**src/rtl/accel_msg_replicator.sv**
```systemverilog
// Thread-range multicast stage for an accelerator's outgoing message stream.
// One accepted message becomes N copies sent to consecutive thread addresses,
// starting at the message's own destination. The copy count comes from payload
// word 1. Idle-detection tokens go through exactly once, unmodified.

package accel_msg_pkg;

    // Mailbox geometry. The range field R is {core_id, thread_id}.
    localparam int LOG_CORES_PER_MAILBOX = 4;
    localparam int LOG_THREADS_PER_CORE  = 4;
    localparam int RANGE_W               = LOG_CORES_PER_MAILBOX + LOG_THREADS_PER_CORE;

    localparam int PAYLOAD_W      = 128;
    // The copy count is the low byte of payload word 1, at bits [39:32].
    localparam int COPY_COUNT_LSB = 32;

    typedef struct packed {
        logic                             acc;
        logic                             host;
        logic [2:0]                       board_y;
        logic [2:0]                       board_x;
        logic [1:0]                       tile_y;
        logic [1:0]                       tile_x;
        logic [LOG_CORES_PER_MAILBOX-1:0] core_id;
        logic [LOG_THREADS_PER_CORE-1:0]  thread_id;
    } net_addr_t;

    typedef struct packed {
        net_addr_t              dest;
        logic [1:0]             num_words;
        logic                   is_idle_token;
        logic [PAYLOAD_W-1:0]   payload;
    } msg_t;

    localparam int MSG_W = $bits(msg_t);

endpackage

module accel_msg_replicator
    import accel_msg_pkg::*;
#(
    parameter int MAX_FANOUT = 64
) (
    input  logic             clk,
    input  logic             rst_n,
    input  logic [MSG_W-1:0] in_data,
    input  logic             in_valid,
    output logic             in_ready,
    output logic [MSG_W-1:0] out_data,
    output logic             out_valid,
    input  logic             out_ready,
    output logic             busy,
    output logic [31:0]      sent_count
);

    typedef enum logic {
        ST_IDLE,
        ST_SEND
    } state_t;

    // MAX_FANOUT may be as large as 256, so the count needs 9 bits.
    localparam logic [8:0] MAX_N = 9'(MAX_FANOUT);

    state_t              state_reg, state_next;
    msg_t                msg_reg, msg_next;
    logic [8:0]          n_reg, n_next;
    logic [8:0]          idx_reg, idx_next;
    logic [31:0]         sent_count_reg;

    msg_t                in_msg;
    msg_t                out_msg;
    logic                last_copy;
    logic                in_xfer;
    logic                out_xfer;
    logic [RANGE_W-1:0]  range_base;
    logic [RANGE_W-1:0]  range_copy;

    assign in_msg = msg_t'(in_data);

    // Number of copies for a message: idle tokens and a zero count give one
    // copy, and larger counts are clamped to MAX_FANOUT.
    function automatic logic [8:0] copy_count(input msg_t m);
        logic [8:0] c;
        logic [8:0] n;
        c = {1'b0, m.payload[COPY_COUNT_LSB +: 8]};
        if (m.is_idle_token || (c == 9'd0)) begin
            n = 9'd1;
        end else if (c > MAX_N) begin
            n = MAX_N;
        end else begin
            n = c;
        end
        return n;
    endfunction

    // The range add is only RANGE_W bits wide, so a wrap never carries into
    // the tile, board, host or acc fields.
    assign range_base = {msg_reg.dest.core_id, msg_reg.dest.thread_id};
    assign range_copy = range_base + RANGE_W'(idx_reg);
    assign last_copy  = (idx_reg == (n_reg - 9'd1));

    // Copy idx of the latched message; built only from registers, so it stays
    // stable for as long as the downstream stalls.
    always_comb begin
        out_msg = msg_reg;
        {out_msg.dest.core_id, out_msg.dest.thread_id} = range_copy;
    end

    assign out_data   = MSG_W'(out_msg);
    assign busy       = (state_reg == ST_SEND);
    assign sent_count = sent_count_reg;

    // Next-state and handshake logic. On the last copy, in_ready follows
    // out_ready combinationally so a new message can be taken without a bubble.
    always_comb begin
        state_next = state_reg;
        msg_next   = msg_reg;
        n_next     = n_reg;
        idx_next   = idx_reg;
        in_ready   = 1'b0;
        out_valid  = 1'b0;
        in_xfer    = 1'b0;
        out_xfer   = 1'b0;

        case (state_reg)
            ST_IDLE: begin
                in_ready = 1'b1;
                in_xfer  = in_valid;
                if (in_xfer) begin
                    msg_next   = in_msg;
                    n_next     = copy_count(in_msg);
                    idx_next   = 9'd0;
                    state_next = ST_SEND;
                end
            end

            ST_SEND: begin
                out_valid = 1'b1;
                in_ready  = last_copy && out_ready;
                out_xfer  = out_ready;
                in_xfer   = in_valid && in_ready;
                if (out_xfer) begin
                    if (!last_copy) begin
                        idx_next = idx_reg + 9'd1;
                    end else if (in_xfer) begin
                        msg_next = in_msg;
                        n_next   = copy_count(in_msg);
                        idx_next = 9'd0;
                    end else begin
                        state_next = ST_IDLE;
                    end
                end
            end

            default: begin
                state_next = ST_IDLE;
            end
        endcase
    end

    // State registers; this pipeline updates on the falling clock edge.
    // Reset abandons any copies still outstanding.
    always_ff @(negedge clk) begin
        if (!rst_n) begin
            state_reg      <= ST_IDLE;
            msg_reg        <= '0;
            n_reg          <= 9'd1;
            idx_reg        <= 9'd0;
            sent_count_reg <= 32'd0;
        end else begin
            state_reg <= state_next;
            msg_reg   <= msg_next;
            n_reg     <= n_next;
            idx_reg   <= idx_next;
            if (out_xfer) begin
                sent_count_reg <= sent_count_reg + 32'd1;
            end
        end
    end

endmodule

```
**config.mk**
```make
export PLATFORM = sky130hd
export DESIGN_NAME = accel_msg_replicator
export DESIGN_NICKNAME = d
export VERILOG_FILES = /design/src/rtl/accel_msg_replicator.sv
export SDC_FILE = /design/constraint.sdc
export NUM_CORES = 1
export LEC_CHECK = 0
export CELL_PAD_IN_SITES_DETAIL_PLACEMENT = 0
export CELL_PAD_IN_SITES_GLOBAL_PLACEMENT = 1
export CORE_MARGIN = 1.5
export CORE_UTILIZATION = 30
export CTS_CLUSTER_SIZE = 12
export DETAILED_ROUTE_END_ITERATION = 6
export PLACE_DENSITY_LB_ADDON = 0.1
export SETUP_SLACK_MARGIN = 0.1
export SYNTH_ARGS = -nofsm -noshare
export SYNTH_HDL_FRONTEND = slang
export SYNTH_SLANG_ARGS = --single-unit
```
**constraint.sdc**
```tcl
create_clock -name clk -period 3.05 [get_ports clk]
set_input_delay 0.61 -clock clk [delete_from_list [all_inputs] [get_ports clk]]
set_output_delay 0.61 -clock clk [all_outputs]
set_load 0.02 [all_outputs]
```
==> summary.txt, run 1 <==
Placed design
  • DP HPWL: 19100 µm
  • RD Place Congestion: 0.741
  • PortBufs: 340
  • Area after DPL: 13700 µm²

STA
  • RSZ-0062 raised after global routing: true
  • Slew headroom: 70.3%
  • Max Slew Vio Count: 0
  • Hold WS: 0.466 ns
  • Worst setup margin: -1.59 ns
  • Final Hold Viols: 0
  • Worst slew pin tran: 0.442 ns
  • Endpoints failing setup: 314
  • Clock Skew: 0.0205 ns

Worst setup path
  • Crit path launch: n_reg[1]
  • R2r setup slk: 0.17 ns
  • Kind of critical path: register to primary output
  • WP data arrival: 4.03 ns
  • Critical path cell sequence: or4_4 -> or4_4 -> o311ai_4 -> a21oi_2 -> o31a_1 -> inv_2 -> buf_12
  • CP max-delay cell: or4_4
  • WP buf/inv: 2
  • CP endpoint kind: primary output
  • Max FO, Critical Path: 3
  • Top cell by count, worst path: or4_4
  • Worst r2r src: n_reg[1]
  • Crit path required time: 2.44 ns
  • Largest stage delay, worst path: 0.53 ns
  • Cell family with most CP delay: simple AND/OR/NAND/NOR gates
  • Crit start category: register

Synthesis
  • Top-count cell post-synth: nand2_1
  • Synth cell count leaders: 336 x nand2_1, 201 x dfxtp_1, 158 x mux2i_1
  • Netlist cell types: 49
  • Post-Syn Area: 9880 µm²
  • Largest area contributor in the netlist: dfxtp_1
  • Cells after Synth: 1126
  • Syn_nets: 1292
  • Synth warn: 0
  • Mean Syn Cell Area: 8.78 µm²
  • Post-synth EDFFs: 0
  • Primary FF master, synth: dfxtp_1
  • Register bit total from synthesis: 201
  • Synth async-reset ratio: 0%
  • Ranking of synthesized cells by area: dfxtp_1 41%, mux2i_1 16%, nand2_1 13%
  • Register area share after synthesis: 40.7%
  • Yosys top cell area share: 40.7%

Detailed routing
  • Routed vias: 9119
  • Final wirelength: 29800 µm
  • DRC viols: 0
  • Iteration-0 DRC Markers: 229
  • Drt first pass iters: 4
  • Routed length per instance: 13.7 µm
  • Routed Antenna Nets: 0
  • Post-DR vias/cell: 4.19

Global routing
  • First-pass GRT wire length: 45600 µm
  • Largest net degree at the start of global routing: 71
  • Gr ovfl total: 0
  • Total track usage: 16.7%
  • Vias in the first global route: 9490
  • Initial antenna violation count: 2

Pwr
  • Switching Power: 0.00278 W
  • Switch share: 31.4%
  • Power share of the clock group: 46.5%
  • Power Density: 512 nW/µm²
  • Sequential fraction of design power: 33.4%
  • Tot Pwr: 0.00885 W
  • Combinational power share: 20.1%
  • Peak supply drop: 0.382 mV
  • Cell internal pwr: 0.00608 W
  • Leakage: 8.46 nW

Floorplanning
  • Rows: 66
  • Starting density of the core: 30.4%
  • Die area: 34000 µm²
  • Ports: 341
  • Die X: 184 µm
  • Core area: 32500 µm²
  • Die Ht: 184 µm

Clock tree
  • Reg clk slew, reported paths: 0.03 ns
  • Clk buf depth: 3
  • CTS tree: built
  • CTS Sinks: 201
  • Skew-Pair Late Insertion Delay: 0.59 ns
  • Root Driver: clkbuf_16
  • CTS buffer count: 27
  • H-tree depth: 1
  • Hold-fix buffers, CTS: 0

Final layout
  • Share of cells above drive strength 1: 40.3%
  • Flip-flop count of the largest register after layout: 143
  • Area grow syn2layout: 75.0%
  • Final instance area: 17300 µm²
  • Nets: 1879

Status
  • Status: finished with violations
  • Violated checks: setup timing

Min path
  • Hold_sp: out_data[111]
  • Hold WC Path Type: register to register

Job
  • Maxcap violations: 0
-- worst register-to-register path, stage by stage, from the launching register on --
cell	delay [ns]
dfxtp_2	0.31
or4_4	0.53
or4_4	0.45
o311ai_4	0.08
a21oi_2	0.07
o31a_1	0.27
buf_4	0.14
buf_6	0.11
nor2_4	0.13
buf_12	0.14
buf_12	0.10
buf_6	0.08
buf_6	0.09
buf_16	0.12
mux2i_1	0.18
-- stage by stage --
stage	TNS (ns)	utilization (%)	setup slack (ns)	instances
global placement	-184.39	42.2	-1.25	1823
CTS	-51.87	52.0	-1.61	2138
finish	-37.55	53.3	-1.59	2174
detailed placement	-186.42	42.2	-1.26	1823
global route	-55.37	53.3	-1.69	2174
floorplan	-45.37	-	-1.01	1126
-- power by group through the flow --
stage	registers, W	logic, W	clock network, W
after global placement	0.00293	0.00141	0.000400
after floorplan	0.00291	0.000910	0.000400
after global routing	0.00297	0.00190	0.00464
final	0.00295	0.00178	0.00412
after detailed placement	0.00293	0.00141	0.000400
after CTS	0.00296	0.00174	0.00433
-- what timing repair did --
item,CTS,global route
setup buffers,56,44
pin swaps,14,23
gates cloned,14,5
endpoints found under the setup margin,382,361
endpoints found under the hold margin,0,0
resized for setup,1328,40
-- cell families (layout without fill, tap and decap cells) --
logic type | Yosys count | after routing | share of synthesized area, %
buf+inv | 216 | 821 | 15.0
fa+ha+maj | 11 | 11 | 1.47
mux | 158 | 158 | 16.0
other cells | 0 | 1 | 0
flops | 201 | 201 | 40.7
xor+xnor | 48 | 48 | 4.25
simple gates | 449 | 449 | 19.5
compound gates | 43 | 43 | 3.04
-- path summary, 6_finish.rpt --
check | end | depth (start not counted)
hold / removal | out_data[111] | 2
hold reg to reg | out_data[111] | 2
setup reg to reg | out_data[94] | 14
setup / recovery | in_ready | 7
-- metal layers --
metal	vias to the layer above	GRT usage [%]	routed length, µm
met4	0	7.90	543
met1	4084	17.7	12200
met2	279	27.0	14100
met5	-	0	0
met3	52	9.25	2930
li1	4704	-	-
-- placed cells by master, fill, tap and decap left out, types with 14 or more instances in the layout --
master           instances
clkbuf_16               32
nand2_1                333
buf_4                  158
buf_16                  14
buf_6                  197
clkdlybuf4s50_1        144
buf_12                  27
and2_1                  28
dfxtp_2                178
dfxtp_1                 17
mux2i_1                155
xnor2_1                 31
inv_1                  215
-- area by class of cell --
class / count / area, µm²
Fill cell: 3084 / 15200
Timing Repair Buffer: 559 / 6080
Multi-Input combinational cell: 709 / 4740
Sequential cell: 201 / 4270
Clock inverter: 221 / 925
Clock buffer: 27 / 676
Tap cell: 442 / 553
Inverter: 14 / 52.6
Antenna cell: 1 / 2.50
Power figures use the tool's default switching activity.
==> inputs of run 2 (changes only) <==
--- a/config.mk
+++ b/config.mk
@@ -13,6 +13,7 @@
 export DETAILED_ROUTE_END_ITERATION = 6
 export PLACE_DENSITY_LB_ADDON = 0.1
 export SETUP_SLACK_MARGIN = 0.1
+export SKIP_LAST_GASP = 1
 export SYNTH_ARGS = -nofsm -noshare
 export SYNTH_HDL_FRONTEND = slang
 export SYNTH_SLANG_ARGS = --single-unit
==> run 2 against run 1 <==
Compared with the run above: sequential power is essentially flat; clock skew about the same; flip-flop and latch count is the same; clock-buffer cell count did not move; the run still ends with setup timing left; global-route usage about the same.
==> summary.txt, run 2 (synthesis gave the netlist of run 1 again) <==
STA
  • Max Slew Vio Count: 0 (unchanged)
  • Slew headroom: 70.3% (about the same)
  • Worst setup margin: -1.57 ns (+0.0142 ns)
  • Setup TNS: -28.33 ns (+9.22 ns)
  • Worst slew pin tran: 0.442 ns (-0.000487 ns)
  • RSZ-0062 raised after global routing: true
  • Clock Skew: 0.0200 ns (-0.000453 ns)
  • Final Hold Viols: 0 (unchanged)
  • Endpoints failing setup: 216 (-31%)

Placed design
  • PortBufs: 340 (unchanged)
  • Pre-CTS WS: -1.26 ns (unchanged)
  • Area after DPL: 13700 µm² (unchanged)
  • DP HPWL: 19100 µm (unchanged)
  • Inst Count DP: 1823 (unchanged)
  • RD Place Congestion: 0.741 (unchanged)

Job
  • Maxcap violations: 0 (unchanged)

Final layout
  • Flip-flop count of the largest register after layout: 143 (unchanged)
  • Non-Filler Instances: 2171 (-0.14%)
  • Share of cells above drive strength 1: 40.2% (-0.10 points)
  • Fill count: 3081 (-0.097%)
  • Area grow syn2layout: 74.5%
  • Most frequent cells in the layout: 333 x nand2_1, 215 x inv_1, 191 x buf_6
  • Final instance area: 17200 µm² (-0.29%)
  • Most common cell after layout, fill and taps aside: nand2_1
  • Nets: 1876 (-0.16%)

Worst setup path
  • Reg2reg path depth: 13 (-1)
  • WP buf/inv: 2 (unchanged)
  • Critical path cell sequence: or4_4 -> or4_4 -> o311ai_4 -> a21oi_2 -> o31a_1 -> inv_2 -> buf_12
  • Max FO, Critical Path: 3 (unchanged)
  • R2r setup slk: 0.27 ns (+0.10 ns)
  • Top cell by count, worst path: or4_4
  • Reg2reg end: out_data[94]
  • Cell family with most CP delay: simple AND/OR/NAND/NOR gates
  • CP max-delay cell: or4_4
  • Largest stage delay, worst path: 0.53 ns (about the same)
  • Crit start category: register
  • Kind of critical path: register to primary output
  • Worst r2r src: n_reg[1]
  • Crit path required time: 2.44 ns (about the same)
  • WP data arrival: 4.01 ns (-0.02 ns)
  • Critical path depth in cells: 7 (unchanged)
  • CP endpoint kind: primary output

Clock tree
  • Reg clk slew, reported paths: 0.03 ns (about the same)
  • CTS tree: built
  • Hold-fix buffers, CTS: 0 (unchanged)
  • H-tree depth: 1 (unchanged)
  • Root Driver: clkbuf_16
  • Clk buf depth: 3 (unchanged)
  • CTS Sinks: 201 (unchanged)
  • Skew-Pair Late Insertion Delay: 0.59 ns (about the same)
  • CTS buffer count: 27 (unchanged)

Status
  • Violated checks: setup timing
  • Status: finished with violations

Detailed routing
  • Final wirelength: 29800 µm (-0.17%)
  • DRC viols: 0 (unchanged)
  • Post-DR vias/cell: 4.19 (-0.11%)
  • Drt first pass iters: 4 (unchanged)
  • Routed Antenna Nets: 0 (unchanged)
  • Routed length per instance: 13.7 µm (about the same)
  • Routed vias: 9096 (-0.25%)
  • Iteration-0 DRC Markers: 238 (+3.9%)

Min path
  • Hold path depth: 2 (unchanged)
  • Hold WC Path Type: register to register
  • Worst Hold End: out_data[147]
  • Hold_sp: out_data[147]

Floorplanning
  • Core area: 32500 µm² (unchanged)
  • Ports: 341 (unchanged)
  • Die area: 34000 µm² (unchanged)
  • Die X: 184 µm (unchanged)
  • Die Ht: 184 µm (unchanged)
  • Rows: 66 (unchanged)
  • Starting density of the core: 30.4% (unchanged)

Global routing
  • First-pass GRT wire length: 45500 µm (-0.20%)
  • Vias in the first global route: 9448 (-0.44%)
  • Total track usage: 16.7% (-0.021 points)
  • Largest net degree at the start of global routing: 71 (unchanged)
  • Initial antenna violation count: 2 (unchanged)
  • Gr ovfl total: 0 (unchanged)

Pwr
  • Power Density: 512 nW/µm² (+0.14%)
  • Tot Pwr: 0.00884 W (-0.15%)
  • Peak supply drop: 0.383 mV (+0.19%)
  • Leakage: 8.44 nW (-0.21%)
==> run 2: cell type report <==
type / instances / area [µm²] / share of cell area [%]
inverters: 14 / 52.6 / 0.305
flip-flops and latches: 201 / 4270 / 24.8
clock buffers: 27 / 676 / 3.92
well taps: 442 / 553 / 3.21
clock inverters: 221 / 925 / 5.36
repair buffers: 556 / 6030 / 35.0
diodes: 1 / 2.50 / 0.0145
multi-input cells: 709 / 4740 / 27.5
==> run 2: repair_timing <==
| item | CTS | global route |
|---|---|---|
| pin swaps | 7 | 28 |
| gates resized for setup | 1288 | 58 |
| hold endpoints to repair | 0 | 0 |
| cloned | 14 | 5 |
| endpoints found under the setup margin | 382 | 361 |
| setup buffers | 56 | 43 |
==> run 2: metrics by stage <==
step	hold slack (ns)	util, %
2_1_floorplan	0.444	-
3_3_place_gp	0.451	42.2
3_5_place_dp	0.456	42.2
4_1_cts	0.468	51.6
5_1_grt	0.481	53.1
6_report	0.466	53.1
==> run 2: worst max path at each step <==
stage,start,endpoint,slack (ns)
final,n_reg[1],in_ready,-1.57
after global routing,n_reg[0],in_ready,-1.69
after CTS,n_reg[1],in_ready,-1.61
after detailed placement,msg_reg[131],out_data[137],-1.26
after global placement,msg_reg[131],out_data[137],-1.25
after floorplan,idx_reg[5],in_ready,-1.01
==> run 2: metal layers <==
layer	vias up	share of wire (%)	routed length [µm]	global-route usage, %
met1	4078	41	12200	17.7
met3	47	9.7	2900	9.17
met2	273	47	14100	27.0
met4	0	1.8	525	7.77
met5	-	0	0	0
li1	4698	-	-	-
==> run 2: power by group <==
part / switching, W / internal [W] / total (W)
clock network: 0.00192 / 0.00220 / 0.00412
logic: 0.000734 / 0.00103 / 0.00177
registers: 0.000115 / 0.00284 / 0.00295
total: 0.00277 / 0.00607 / 0.00884
==> run 2: worst register-to-register path, cell delays in order (launching register included) <==
cell and delay, ns:
dfxtp_2 0.31, or4_4 0.53, or4_4 0.44, o311ai_4 0.08, a21oi_2 0.06, o31a_1 0.27
buf_4 0.16, nor2_4 0.14, buf_12 0.13, buf_12 0.10, buf_4 0.10, buf_6 0.09
buf_16 0.11, mux2i_1 0.18
